==> src/rtl/cbus_regfile_if.sv <==
// C-bus write port, data-memory handshake and register read-back bundle for cbus_regfile.
interface cbus_regfile_if #(
  parameter int DW = 19,
  parameter int MW = 8,
  parameter int AW = 19
);
  logic [3:0]    C_SEL;
  logic [DW-1:0] C_BUS;
  logic          WR_EN;
  logic          MEM_RD;
  logic          MEM_WR;
  logic          MEM_ACK;
  logic [MW-1:0] MEM_DIN;
  logic          MEM_REQ;
  logic          MEM_WE;
  logic [AW-1:0] MEM_ADDR;
  logic [MW-1:0] MEM_DOUT;
  logic          BUSY;
  logic [DW-1:0] DMAR, DMDR;
  logic [DW-1:0] R0, R1, R2, R3, R4, R5, R6, R7, R8, R9, R10, R11;

  modport master (
    output C_SEL, C_BUS, WR_EN, MEM_RD, MEM_WR, MEM_ACK, MEM_DIN,
    input  MEM_REQ, MEM_WE, MEM_ADDR, MEM_DOUT, BUSY, DMAR, DMDR,
    input  R0, R1, R2, R3, R4, R5, R6, R7, R8, R9, R10, R11
  );

  modport slave (
    input  C_SEL, C_BUS, WR_EN, MEM_RD, MEM_WR, MEM_ACK, MEM_DIN,
    output MEM_REQ, MEM_WE, MEM_ADDR, MEM_DOUT, BUSY, DMAR, DMDR,
    output R0, R1, R2, R3, R4, R5, R6, R7, R8, R9, R10, R11
  );
endinterface

==> src/rtl/cbus_regfile.sv <==
// Datapath register file written from the C bus, plus the DMAR/DMDR load/store handshake.
module cbus_regfile #(
  parameter int DW = 19,
  parameter int MW = 8,
  parameter int AW = 19
) (
  input logic           clk,
  input logic           rst,
  cbus_regfile_if.slave bus
);

  typedef enum logic [1:0] {IDLE, LOAD, STORE} state_t;

  state_t        state, state_nxt;
  logic          busy;
  logic          cmd_ld, cmd_st, ld_done;
  logic          wr_dmar, wr_dmdr;
  logic [DW-1:0] rf [12];
  logic [DW-1:0] dmar, dmdr;
  logic [AW-1:0] addr;
  logic [MW-1:0] dout;

  assign busy = (state != IDLE);

  always_ff @(posedge clk or posedge rst) begin
    if (rst) state <= IDLE;
    else     state <= state_nxt;
  end

  // A load wins over a simultaneous store; commands are only accepted in IDLE.
  always_comb begin
    state_nxt = state;
    cmd_ld    = 1'b0;
    cmd_st    = 1'b0;
    ld_done   = 1'b0;
    case (state)
      IDLE: begin
        if (bus.MEM_RD) begin
          cmd_ld    = 1'b1;
          state_nxt = LOAD;
        end else if (bus.MEM_WR) begin
          cmd_st    = 1'b1;
          state_nxt = STORE;
        end
      end
      LOAD: begin
        if (bus.MEM_ACK) begin
          ld_done   = 1'b1;
          state_nxt = IDLE;
        end
      end
      STORE: begin
        if (bus.MEM_ACK) state_nxt = IDLE;
      end
      default: state_nxt = IDLE;
    endcase
  end

  // DMAR/DMDR are frozen while a transaction is in flight so its operands stay stable.
  assign wr_dmar = bus.WR_EN && (bus.C_SEL == 4'd1) && !busy;
  assign wr_dmdr = bus.WR_EN && (bus.C_SEL == 4'd2) && !busy;

  always_ff @(posedge clk or posedge rst) begin
    if (rst) begin
      for (int i = 0; i < 12; i++) rf[i] <= '0;
    end else begin
      for (int i = 0; i < 12; i++)
        if (bus.WR_EN && (bus.C_SEL == 4'(i + 3))) rf[i] <= bus.C_BUS;
    end
  end

  always_ff @(posedge clk or posedge rst) begin
    if (rst) begin
      dmar <= '0;
      dmdr <= '0;
    end else begin
      if (wr_dmar) dmar <= bus.C_BUS;
      if (ld_done)      dmdr <= {{(DW-MW){1'b0}}, bus.MEM_DIN};
      else if (wr_dmdr) dmdr <= bus.C_BUS;
    end
  end

  always_ff @(posedge clk or posedge rst) begin
    if (rst) begin
      addr <= '0;
      dout <= '0;
    end else begin
      if (cmd_ld || cmd_st) addr <= dmar[AW-1:0];
      if (cmd_st)           dout <= dmdr[MW-1:0];
    end
  end

  assign bus.MEM_REQ  = busy;
  assign bus.BUSY     = busy;
  assign bus.MEM_WE   = (state == STORE);
  assign bus.MEM_ADDR = addr;
  assign bus.MEM_DOUT = dout;
  assign bus.DMAR     = dmar;
  assign bus.DMDR     = dmdr;
  assign bus.R0       = rf[0];
  assign bus.R1       = rf[1];
  assign bus.R2       = rf[2];
  assign bus.R3       = rf[3];
  assign bus.R4       = rf[4];
  assign bus.R5       = rf[5];
  assign bus.R6       = rf[6];
  assign bus.R7       = rf[7];
  assign bus.R8       = rf[8];
  assign bus.R9       = rf[9];
  assign bus.R10      = rf[10];
  assign bus.R11      = rf[11];

endmodule

==> src/flat_wrapper.sv <==
// flat-port wrapper written by rule: the top's interface ports become plain ports
module cbus_regfile_flat 
#(
  parameter int DW = 19,
  parameter int MW = 8,
  parameter int AW = 19
)
  (clk, rst, bus_C_SEL, bus_C_BUS, bus_WR_EN, bus_MEM_RD, bus_MEM_WR, bus_MEM_ACK, bus_MEM_DIN, bus_MEM_REQ, bus_MEM_WE, bus_MEM_ADDR, bus_MEM_DOUT, bus_BUSY, bus_DMAR, bus_DMDR, bus_R0, bus_R1, bus_R2, bus_R3, bus_R4, bus_R5, bus_R6, bus_R7, bus_R8, bus_R9, bus_R10, bus_R11);
  cbus_regfile_if #(.DW(DW), .MW(MW), .AW(AW)) bus_i ();
  input logic clk;
  input logic rst;
  input wire logic [$bits(bus_i.C_SEL)-1:0] bus_C_SEL;
  input wire logic [$bits(bus_i.C_BUS)-1:0] bus_C_BUS;
  input wire logic [$bits(bus_i.WR_EN)-1:0] bus_WR_EN;
  input wire logic [$bits(bus_i.MEM_RD)-1:0] bus_MEM_RD;
  input wire logic [$bits(bus_i.MEM_WR)-1:0] bus_MEM_WR;
  input wire logic [$bits(bus_i.MEM_ACK)-1:0] bus_MEM_ACK;
  input wire logic [$bits(bus_i.MEM_DIN)-1:0] bus_MEM_DIN;
  output wire logic [$bits(bus_i.MEM_REQ)-1:0] bus_MEM_REQ;
  output wire logic [$bits(bus_i.MEM_WE)-1:0] bus_MEM_WE;
  output wire logic [$bits(bus_i.MEM_ADDR)-1:0] bus_MEM_ADDR;
  output wire logic [$bits(bus_i.MEM_DOUT)-1:0] bus_MEM_DOUT;
  output wire logic [$bits(bus_i.BUSY)-1:0] bus_BUSY;
  output wire logic [$bits(bus_i.DMAR)-1:0] bus_DMAR;
  output wire logic [$bits(bus_i.DMDR)-1:0] bus_DMDR;
  output wire logic [$bits(bus_i.R0)-1:0] bus_R0;
  output wire logic [$bits(bus_i.R1)-1:0] bus_R1;
  output wire logic [$bits(bus_i.R2)-1:0] bus_R2;
  output wire logic [$bits(bus_i.R3)-1:0] bus_R3;
  output wire logic [$bits(bus_i.R4)-1:0] bus_R4;
  output wire logic [$bits(bus_i.R5)-1:0] bus_R5;
  output wire logic [$bits(bus_i.R6)-1:0] bus_R6;
  output wire logic [$bits(bus_i.R7)-1:0] bus_R7;
  output wire logic [$bits(bus_i.R8)-1:0] bus_R8;
  output wire logic [$bits(bus_i.R9)-1:0] bus_R9;
  output wire logic [$bits(bus_i.R10)-1:0] bus_R10;
  output wire logic [$bits(bus_i.R11)-1:0] bus_R11;
  assign bus_i.C_SEL = bus_C_SEL;
  assign bus_i.C_BUS = bus_C_BUS;
  assign bus_i.WR_EN = bus_WR_EN;
  assign bus_i.MEM_RD = bus_MEM_RD;
  assign bus_i.MEM_WR = bus_MEM_WR;
  assign bus_i.MEM_ACK = bus_MEM_ACK;
  assign bus_i.MEM_DIN = bus_MEM_DIN;
  assign bus_MEM_REQ = bus_i.MEM_REQ;
  assign bus_MEM_WE = bus_i.MEM_WE;
  assign bus_MEM_ADDR = bus_i.MEM_ADDR;
  assign bus_MEM_DOUT = bus_i.MEM_DOUT;
  assign bus_BUSY = bus_i.BUSY;
  assign bus_DMAR = bus_i.DMAR;
  assign bus_DMDR = bus_i.DMDR;
  assign bus_R0 = bus_i.R0;
  assign bus_R1 = bus_i.R1;
  assign bus_R2 = bus_i.R2;
  assign bus_R3 = bus_i.R3;
  assign bus_R4 = bus_i.R4;
  assign bus_R5 = bus_i.R5;
  assign bus_R6 = bus_i.R6;
  assign bus_R7 = bus_i.R7;
  assign bus_R8 = bus_i.R8;
  assign bus_R9 = bus_i.R9;
  assign bus_R10 = bus_i.R10;
  assign bus_R11 = bus_i.R11;
  cbus_regfile #(.DW(DW), .MW(MW), .AW(AW)) u_core (.clk(clk), .rst(rst), .bus(bus_i));
endmodule
==> config.mk <==
export PLATFORM = sky130hd
export DESIGN_NAME = cbus_regfile_flat
export DESIGN_NICKNAME = d
export VERILOG_FILES = /design/src/rtl/cbus_regfile_if.sv /design/src/rtl/cbus_regfile.sv /design/src/flat_wrapper.sv
export SDC_FILE = /design/constraint.sdc
export NUM_CORES = 1
export LEC_CHECK = 0
export CAP_MARGIN = 20
export CORE_ASPECT_RATIO = 1.25
export CORE_MARGIN = 2
export CORE_UTILIZATION = 40
export CTS_CLUSTER_SIZE = 30
export DETAILED_ROUTE_END_ITERATION = 8
export GPL_TIMING_DRIVEN = 1
export PLACE_DENSITY = 0.66
export SLEW_MARGIN = 5
export SYNTH_ARGS = -nofsm -noshare
export SYNTH_HDL_FRONTEND = slang
export SYNTH_SLANG_ARGS = --single-unit
==> constraint.sdc <==
create_clock -name clk -period 29.7 [get_ports clk]
set_input_delay 7.425 -clock clk [delete_from_list [all_inputs] [get_ports clk]]
set_output_delay 7.425 -clock clk [all_outputs]
set_load 0.01 [all_outputs]
======== After elaboration in Yosys (flattened, before gate mapping) ========
Index checks and enable logic that the tools add are counted.
storage, ports and cells
  output and inout port bits .............. 296
  ROM bits ................................ 0
  bits in writable memories ............... 0
  memories ................................ 0
  latch bits .............................. 0
  flip-flop bits (word level) ............. 295
cells by class
  shift-type cells ........................ 0
  divide/modulo/power cells ............... 0
  reductions and logical operators ........ 23
  equality and inequality tests ........... 18
  muxes and demuxes ....................... 13
  bitwise logic cells ..................... 0
  multipliers ............................. 0
  order comparisons ....................... 0
  $add $sub $neg .......................... 0
operators with widths
  operator                                                count
  two-way mux 19 bit                                      2
  == test 4 bit (second input constant)                   7
  == test 4 x 3 -> 1 bit (second input constant)          4
  logical AND 1 bit                                       16
  == test 4 x 2 -> 1 bit (second input constant)          2
  two-way mux 1 bit                                       7
  two-way mux 2 bit                                       3
  == test 4 x 1 -> 1 bit (second input constant)          1
  case mux 2 bit (2 select lines)                         1
  nonzero test 2 bit                                      2
  inequality test 3 bit (second input constant)           1
  == test 2 x 1 -> 1 bit (second input constant)          1
  == test 2 bit (second input constant)                   1
  zero test 2 bit                                         1
  inequality test 2 x 1 -> 1 bit (second input constant)  1
  AND reduction 2 bit                                     1
  OR reduction 2 bit                                      1
  zero test 1 bit                                         1
  logical OR 1 bit                                        1

======== Longest topological paths before layout ========
Gate-level depths: netlist of run 1.
  depth after elaboration ................. 5
  gate-level depth with buffers ........... 7
  gate-level depth less buffers ........... 5

======== Worst setup path after synthesis of run 1 ========
OpenSTA, ideal clock, no wires.
  path kind ............................... input -> register
  from .................................... input port bus_WR_EN
  to ...................................... register u_core.rf (netlist bit u_core.bus.R6[0])
  path buffers ............................ 2
  library setup time ...................... 0.125 ns
  cell stages on the path ................. 5
  slack ................................... 20.832 ns
  required time ........................... 29.575 ns
  arrival time ............................ 8.744 ns
  cell sequence ........................... clkbuf_2 -> nand2_2 -> nor3_2 -> buf_4 -> mux2_2
between the ends
  cells in the longest elaborated chain, start to end .. 1
ends and longest elaborated chain
  item                            line                RTL
  start: declaration              flat_wrapper.sv:14  input wire logic [$bits(bus_i.WR_EN)-1:0] bus_WR_EN;
  logical AND 1 bit               cbus_regfile.sv:68  if (bus.WR_EN && (bus.C_SEL == 4'(i + 3))) rf[i] <= bus.C_BUS;
  end signal: indexed assignment  cbus_regfile.sv:68
  end: declaration                cbus_regfile.sv:18  logic [DW-1:0] rf [12];
Every way passes these cells.
A chain may end at the register's enable or synchronous reset.

======== Worst setup path in the final report of run 1 ========
  from .................................... input port bus_C_SEL[3]
  to ...................................... register u_core.rf (netlist bit u_core.bus.R0[3])
between the ends
  cells in the longest elaborated chain, start to end .. 2
ends and longest elaborated chain
  item                    line                RTL
  start: declaration      flat_wrapper.sv:12  input wire logic [$bits(bus_i.C_SEL)-1:0] bus_C_SEL;
  == test 4 x 2 -> 1 bit  cbus_regfile.sv:68
  logical AND 1 bit       cbus_regfile.sv:68
Every way passes these cells.

==> flow_summary.json, run 1 <==
{
  "run_status": "complete, no violations",
  "layout-drive-gt1-share": 0.323,
  "arrival_ns": 9.98,
  "p_int_w": 0.00101,
  "antenna_cells": 0,
  "power_density_nw_per_um2": 87.5,
  "min-delay-start": "u_core.bus.MEM_ADDR[1]$_DFFE_PP0P_",
  "min_period_over_period": 0.322,
  "rsz0062_at_grt": "no",
  "p_clk_frac": 0.257,
  "fp-row-count": 69,
  "fmax_mhz": 105,
  "cap_violations": 0,
  "yosys_warnings": 0,
  "die_w_um": 155,
  "ys_types": 33,
  "hold_buffers": 0,
  "syn_inst": 724,
  "rrSetupSlack_ns": 27.27,
  "cp-end-kind": "flip-flop",
  "post_cts_buffers": 0,
  "path_max_fanout": 22,
  "peakVddDrop_mv": 0.0483,
  "critical-path-max-stage-delay_ns": 1.06,
  "area_growth_pct": 41.5,
  "start_util": 0.402,
  "critPathCapture": "u_core.bus.R0[3]$_DFFE_PP0P_",
  "drtPass1Iterations": 4,
  "path_clk_slew_ns": 0.06,
  "r2r-end": "u_core.bus.DMAR[6]$_DFFE_PP0P_",
  "dpl.hpwl_um": 21800,
  "cts_tree": "done",
  "synth-seq-area-share": 0.650,
  "cp_num_buf_inv": 1,
  "grt_first_pass_wirelength_um": 47900,
  "vias": 7239,
  "cp_cell_sequence": "clkdlybuf4s50_1 > nand2b_1 > nor3_4 > mux2_2",
  "max-slew-margin-rel": 0.252,
  "nets": 1093,
  "cpLargestDelayFamily": "simple AND/OR/NAND/NOR gates",
  "grt_pass1_vias": 7570,
  "startpoint_type": "primary input",
  "worst_pin_slew_ns": 1.12,
  "criticalPathCategory": "in -> reg",
  "hold_viol": 0,
  "critPathLaunch": "bus_C_SEL[3]",
  "final_cell_mix": "332 x clkdlybuf4s50_1, 295 x dfrtp_1, 264 x mux2_2",
  "synth_seq_cells": 295,
  "drc": 0,
  "worstHoldPathType": "reg -> reg",
  "required_ns": 30.12,
  "path_depth": 4,
  "vias_per_cell": 5.06,
  "holdWs_ns": 0.500,
  "mostFrequentLayoutCell": "clkdlybuf4s50_1",
  "syn_area_um2": 11400,
  "ios": 333,
  "drt_wl_total_um": 32000,
  "power_switching_w": 0.000396,
  "clock_sinks": 295,
  "cts-root-buf": "clkbuf_16",
  "post_drt_wl_per_cell_um": 22.3,
  "numCtsBuffers": 29,
  "pwr-share-comb": 0.334,
  "grt_start_max_net_pins": 144,
  "r2r.worst_path.cells": 6,
  "fin_skew_ns": 0.00906,
  "die-area_um2": 29800,
  "clockBufferDepth": 3,
  "antenna_found_initial": 0,
  "avgSynthCellArea_um2": 15.7,
  "p_seq_frac": 0.409,
  "final-max-slew-violation-count": 0,
  "finalSetupViolations": 0,
  "tns_ns": 0,
  "design.core.area_um2": 28200,
  "die_y_um": 192,
  "gp_congestion": 0.763,
  "total_power_w": 0.00141,
  "period_needed_ns": 9.56,
  "swShare": 0.281,
  "io_buffers": 332,
  "slowest_stage": "nor3_4",
  "htreeDepth": 1,
  "clk_latency_ns": 0.54,
  "leakage_nw": 6.88,
  "ant_nets": 0,
  "drt_iter0_drc": 207,
  "groute.usage.overall": 0.212,
  "synth_nets": 764,
  "reg2reg_from": "u_core.state[1]$_DFFE_PP0P_",
  "grt-ovfl-total": 0,
  "cts_resized": 0
}
-- power by group through the flow --
stage | Clock (W) | Sequential (W) | Combinational, W
2_1_floorplan | 0 | 0.000628 | 0.000140
3_3_place_gp | 0 | 0.000578 | 0.000467
3_5_place_dp | 0 | 0.000583 | 0.000473
4_1_cts | 0.000373 | 0.000577 | 0.000474
5_1_grt | 0.000388 | 0.000591 | 0.000499
6_report | 0.000362 | 0.000576 | 0.000470
-- layer usage --
layer,global-route usage,vias to the layer above,share of wire
li1,-,3215,-
met1,0.259,3737,0.40
met2,0.371,247,0.50
met3,0.0611,40,0.072
met4,0.0495,0,0.021
met5,0,-,0
-- through the flow --
| step | cells | cell area [µm²] | utilization | setup slack (ns) |
|---|---|---|---|---|
| 2_1_floorplan | 724 | 11400 | - | 14.13 |
| 6_report | 1430 | 16100 | 0.569 | 20.14 |
| 3_3_place_gp | 1371 | 15000 | 0.531 | 19.61 |
| 4_1_cts | 1425 | 16000 | 0.566 | 20.14 |
| 3_5_place_dp | 1372 | 15000 | 0.532 | 19.57 |
| 5_1_grt | 1430 | 16100 | 0.569 | 19.96 |
-- how the worst min path moves through the flow --
stage / endpoint / slack, ns / depth (start not counted)
after floorplan: u_core.state[0]$_DFFE_PP0P_ / 0.49 / 1
after global placement: u_core.bus.MEM_ADDR[8]$_DFFE_PP0P_ / 0.49 / 1
after detailed placement: u_core.bus.R2[15]$_DFFE_PP0P_ / 0.49 / 1
after CTS: u_core.bus.MEM_ADDR[8]$_DFFE_PP0P_ / 0.51 / 1
after global routing: u_core.bus.MEM_ADDR[8]$_DFFE_PP0P_ / 0.51 / 1
final: u_core.bus.MEM_ADDR[1]$_DFFE_PP0P_ / 0.50 / 1
-- cells in the mapped netlist (all sizes together) --
library cell	count	area [µm²]
nor3	4	40.0
clkbuf	27	103
a31oi	8	50.1
nor2	14	65.1
o21ai	22	110
and2	1	6.26
ha	3	37.5
a21oi	20	100
nand2b	4	25.0
nand3	12	60.1
or4b	1	10.0
a32o	1	10.0
or3	1	6.26
nand3b	2	15.0
nor4bb	1	10.0
nor2b	2	12.5
dfrtp	295	7380
nand2	3	13.8
nand4	1	6.26
nand4b	1	8.76
inv	4	15.0
buf	22	138
nand4bb	1	11.3
mux2	274	3120
-- worst reg2reg max path: stages, from the launching register on --
cell	delay, ns
dfrtp_1	0.40
inv_1	0.09
ha_1	0.32
inv_2	0.11
or4b_1	0.81
buf_16	0.27
mux2_4	0.30
-- kinds of logic after synthesis --
group / Yosys count / synth area share
simple gates: 48 / 0.0256
compound gates: 51 / 0.0238
fa+ha+maj: 3 / 0.00331
flops: 295 / 0.650
buf+inv: 53 / 0.0225
mux: 274 / 0.275
-- layout make-up --
type                       count  area [µm²]
sequential                   295        7380
inverter                       4        22.5
fill                        2306       12200
clock buffer                  47         883
multi-input combinational    376        3760
clock inverter                 6        58.8
timing repair buffer         347        3520
tap                          355         444
Power figures use the tool's default switching activity.
==> run 2: changes to the inputs <==
--- a/config.mk
+++ b/config.mk
@@ -12,7 +12,7 @@
 export CTS_CLUSTER_SIZE = 30
 export DETAILED_ROUTE_END_ITERATION = 8
 export GPL_TIMING_DRIVEN = 1
-export PLACE_DENSITY = 0.66
+export PLACE_DENSITY = 0.69
 export SLEW_MARGIN = 5
 export SYNTH_ARGS = -nofsm -noshare
 export SYNTH_HDL_FRONTEND = slang
==> constraint.sdc (replaced) <==
create_clock -name clk -period 8.05 [get_ports clk]
set_input_delay 2.0125 -clock clk [delete_from_list [all_inputs] [get_ports clk]]
set_output_delay 2.0125 -clock clk [all_outputs]
set_load 0.01 [all_outputs]
==> run 2 against run 1 <==
  * Via count increased by 1.1%
  * Sequential power rose to 3.7 times the previous value
  * Worst hold slack improved by 0.0014 ns
  * First-iteration DRC count rose by 14%
  * Largest cell class unchanged
  * Critical path type unchanged
  * Clock skew down 0.0014 ns
  * Critical endpoint is now u_core.bus.R10[1]$_DFFE_PP0P_
==> flow_summary.json, run 2 (same netlist as run 1, synthesis figures left out) <==
{
  "pwr-share-comb": 0.327,
  "max-slew-margin-rel": 0.270,
  "grt_start_max_net_pins": 155,
  "post_drt_wl_per_cell_um": 22.1,
  "slowest_stage": "clkdlybuf4s50_1",
  "die_w_um": 155,
  "cp-end-kind": "flip-flop",
  "clockBufferDepth": 3,
  "cp_num_buf_inv": 1,
  "finalSetupViolations": 0,
  "min_to": "u_core.bus.R2[8]$_DFFE_PP0P_",
  "clock_sinks": 295,
  "hold_viol": 0,
  "total_power_w": 0.00529,
  "leakage_nw": 6.91,
  "min_period_over_period": 0.503,
  "vias_per_cell": 5.11,
  "p_int_w": 0.00380,
  "drc": 0,
  "numCtsBuffers": 30,
  "layout-drive-gt1-share": 0.329,
  "required_ns": 8.49,
  "worst_pin_slew_ns": 1.09,
  "period_needed_ns": 4.05,
  "io_buffers": 332,
  "design.core.area_um2": 28200,
  "drt_wl_total_um": 31700,
  "antenna_found_initial": 0,
  "run_status": "complete, no violations",
  "hold_buffers": 0,
  "tns_ns": 0,
  "die_y_um": 192,
  "swShare": 0.281,
  "grt_pass1_vias": 7652,
  "mostFrequentLayoutCell": "clkdlybuf4s50_1",
  "path_max_fanout": 19,
  "cap_violations": 0,
  "cts_resized": 0,
  "clk_latency_ns": 0.55,
  "start_util": 0.402,
  "final-max-slew-violation-count": 0,
  "groute.usage.overall": 0.213,
  "criticalPathCategory": "in -> reg",
  "p_clk_frac": 0.271,
  "reg2reg_from": "u_core.state[0]$_DFFE_PP0P_",
  "r2r-end": "u_core.bus.DMAR[1]$_DFFE_PP0P_",
  "fin_skew_ns": 0.00763,
  "antenna_cells": 0,
  "drt_iter0_drc": 235,
  "critical-path-max-stage-delay_ns": 0.91,
  "vias": 7320,
  "power_switching_w": 0.00148,
  "cpLargestDelayFamily": "simple AND/OR/NAND/NOR gates",
  "die-area_um2": 29800,
  "htreeDepth": 1,
  "cp_cell_sequence": "clkdlybuf4s50_1 > nand3_1 > nor2_2 > mux2_2",
  "power_density_nw_per_um2": 327,
  "hold_depth": 1,
  "fmax_mhz": 247,
  "path_clk_slew_ns": 0.06,
  "rrSetupSlack_ns": 5.60,
  "worstHoldPathType": "reg -> reg",
  "peakVddDrop_mv": 0.183,
  "rsz0062_at_grt": "no",
  "area_growth_pct": 42.2,
  "gp_congestion": 0.749,
  "final_cell_mix": "332 x clkdlybuf4s50_1, 295 x dfrtp_1, 264 x mux2_2",
  "drtPass1Iterations": 4,
  "nets": 1094,
  "final_util": 0.572,
  "cts_tree": "done",
  "grt_first_pass_wirelength_um": 48300,
  "arrival_ns": 4.49,
  "min-delay-start": "u_core.bus.R2[8]$_DFFE_PP0P_",
  "ios": 333,
  "fp-row-count": 69,
  "r2r.worst_path.cells": 6,
  "grt-ovfl-total": 0,
  "startpoint_type": "primary input",
  "p_seq_frac": 0.402,
  "ant_nets": 0,
  "dpl.hpwl_um": 21600,
  "post_cts_buffers": 0,
  "cts-root-buf": "clkbuf_16"
}
[run 2: changes by cell type in the layout (fill, tap and decap cells not counted), moves of 2 or more]
cell	before	now
clkinv_2	4	9
clkinvlp_4	0	4
clkbuf_8	9	6
clkbuf_16	29	31
clkbuf_1	9	4
bufinv_16	1	3
[run 2: metal layers]
metal,part of all wire,vias to the layer above,global-route usage
met4,0.027,0,0.0609
met5,0,-,0
met2,0.51,256,0.372
li1,-,3219,-
met1,0.38,3792,0.253
met3,0.079,53,0.0669
[run 2: worst max-delay path by stage]
stage | start | to | slack (ns) | cells after the start
after floorplan | rst | u_core.bus.DMAR[0]$_DFFE_PP0P_ | 2.12 | 1
after global placement | bus_C_SEL[2] | u_core.bus.R9[3]$_DFFE_PP0P_ | 3.37 | 4
after detailed placement | bus_C_SEL[2] | u_core.bus.R9[4]$_DFFE_PP0P_ | 3.33 | 4
after CTS | bus_C_SEL[2] | u_core.bus.R9[4]$_DFFE_PP0P_ | 3.90 | 4
after global routing | bus_C_SEL[3] | u_core.bus.R0[4]$_DFFE_PP0P_ | 3.83 | 4
final | bus_C_SEL[2] | u_core.bus.R10[1]$_DFFE_PP0P_ | 4.00 | 4
[run 2: power groups by stage]
stage	clock, W	sequential [W]	combinational [W]
floorplan	0	0.00232	0.000518
global placement	0	0.00214	0.00171
detailed placement	0	0.00216	0.00174
CTS	0.00147	0.00213	0.00174
global route	0.00153	0.00218	0.00183
finish	0.00144	0.00213	0.00173
[run 2: final cells by class]
| cell class | count | area (µm²) |
|---|---|---|
| inverters | 4 | 18.8 |
| fillers | 2293 | 12100 |
| clock inverters | 15 | 158 |
| clock buffers | 41 | 873 |
| flip-flops and latches | 295 | 7380 |
| repair buffers | 347 | 3510 |
| well taps | 355 | 444 |
| multi-input cells | 376 | 3760 |
[run 2: through the flow]
step | worst slack [ns] | area, µm² | hold slack (ns) | instances
5_1_grt | 3.83 | 16200 | 0.518 | 1433
6_report | 4.00 | 16200 | 0.502 | 1433
3_3_place_gp | 3.37 | 15000 | 0.487 | 1372
4_1_cts | 3.90 | 16100 | 0.506 | 1429
2_1_floorplan | 2.12 | 11400 | 0.494 | 724
3_5_place_dp | 3.33 | 15000 | 0.491 | 1373
[run 2: worst register-to-register path, cell delays in order (launching register included)]
cell,delay (ns)
dfrtp_1,0.40
inv_1,0.09
ha_1,0.32
inv_2,0.12
or4b_1,0.82
buf_16,0.28
mux2_4,0.31
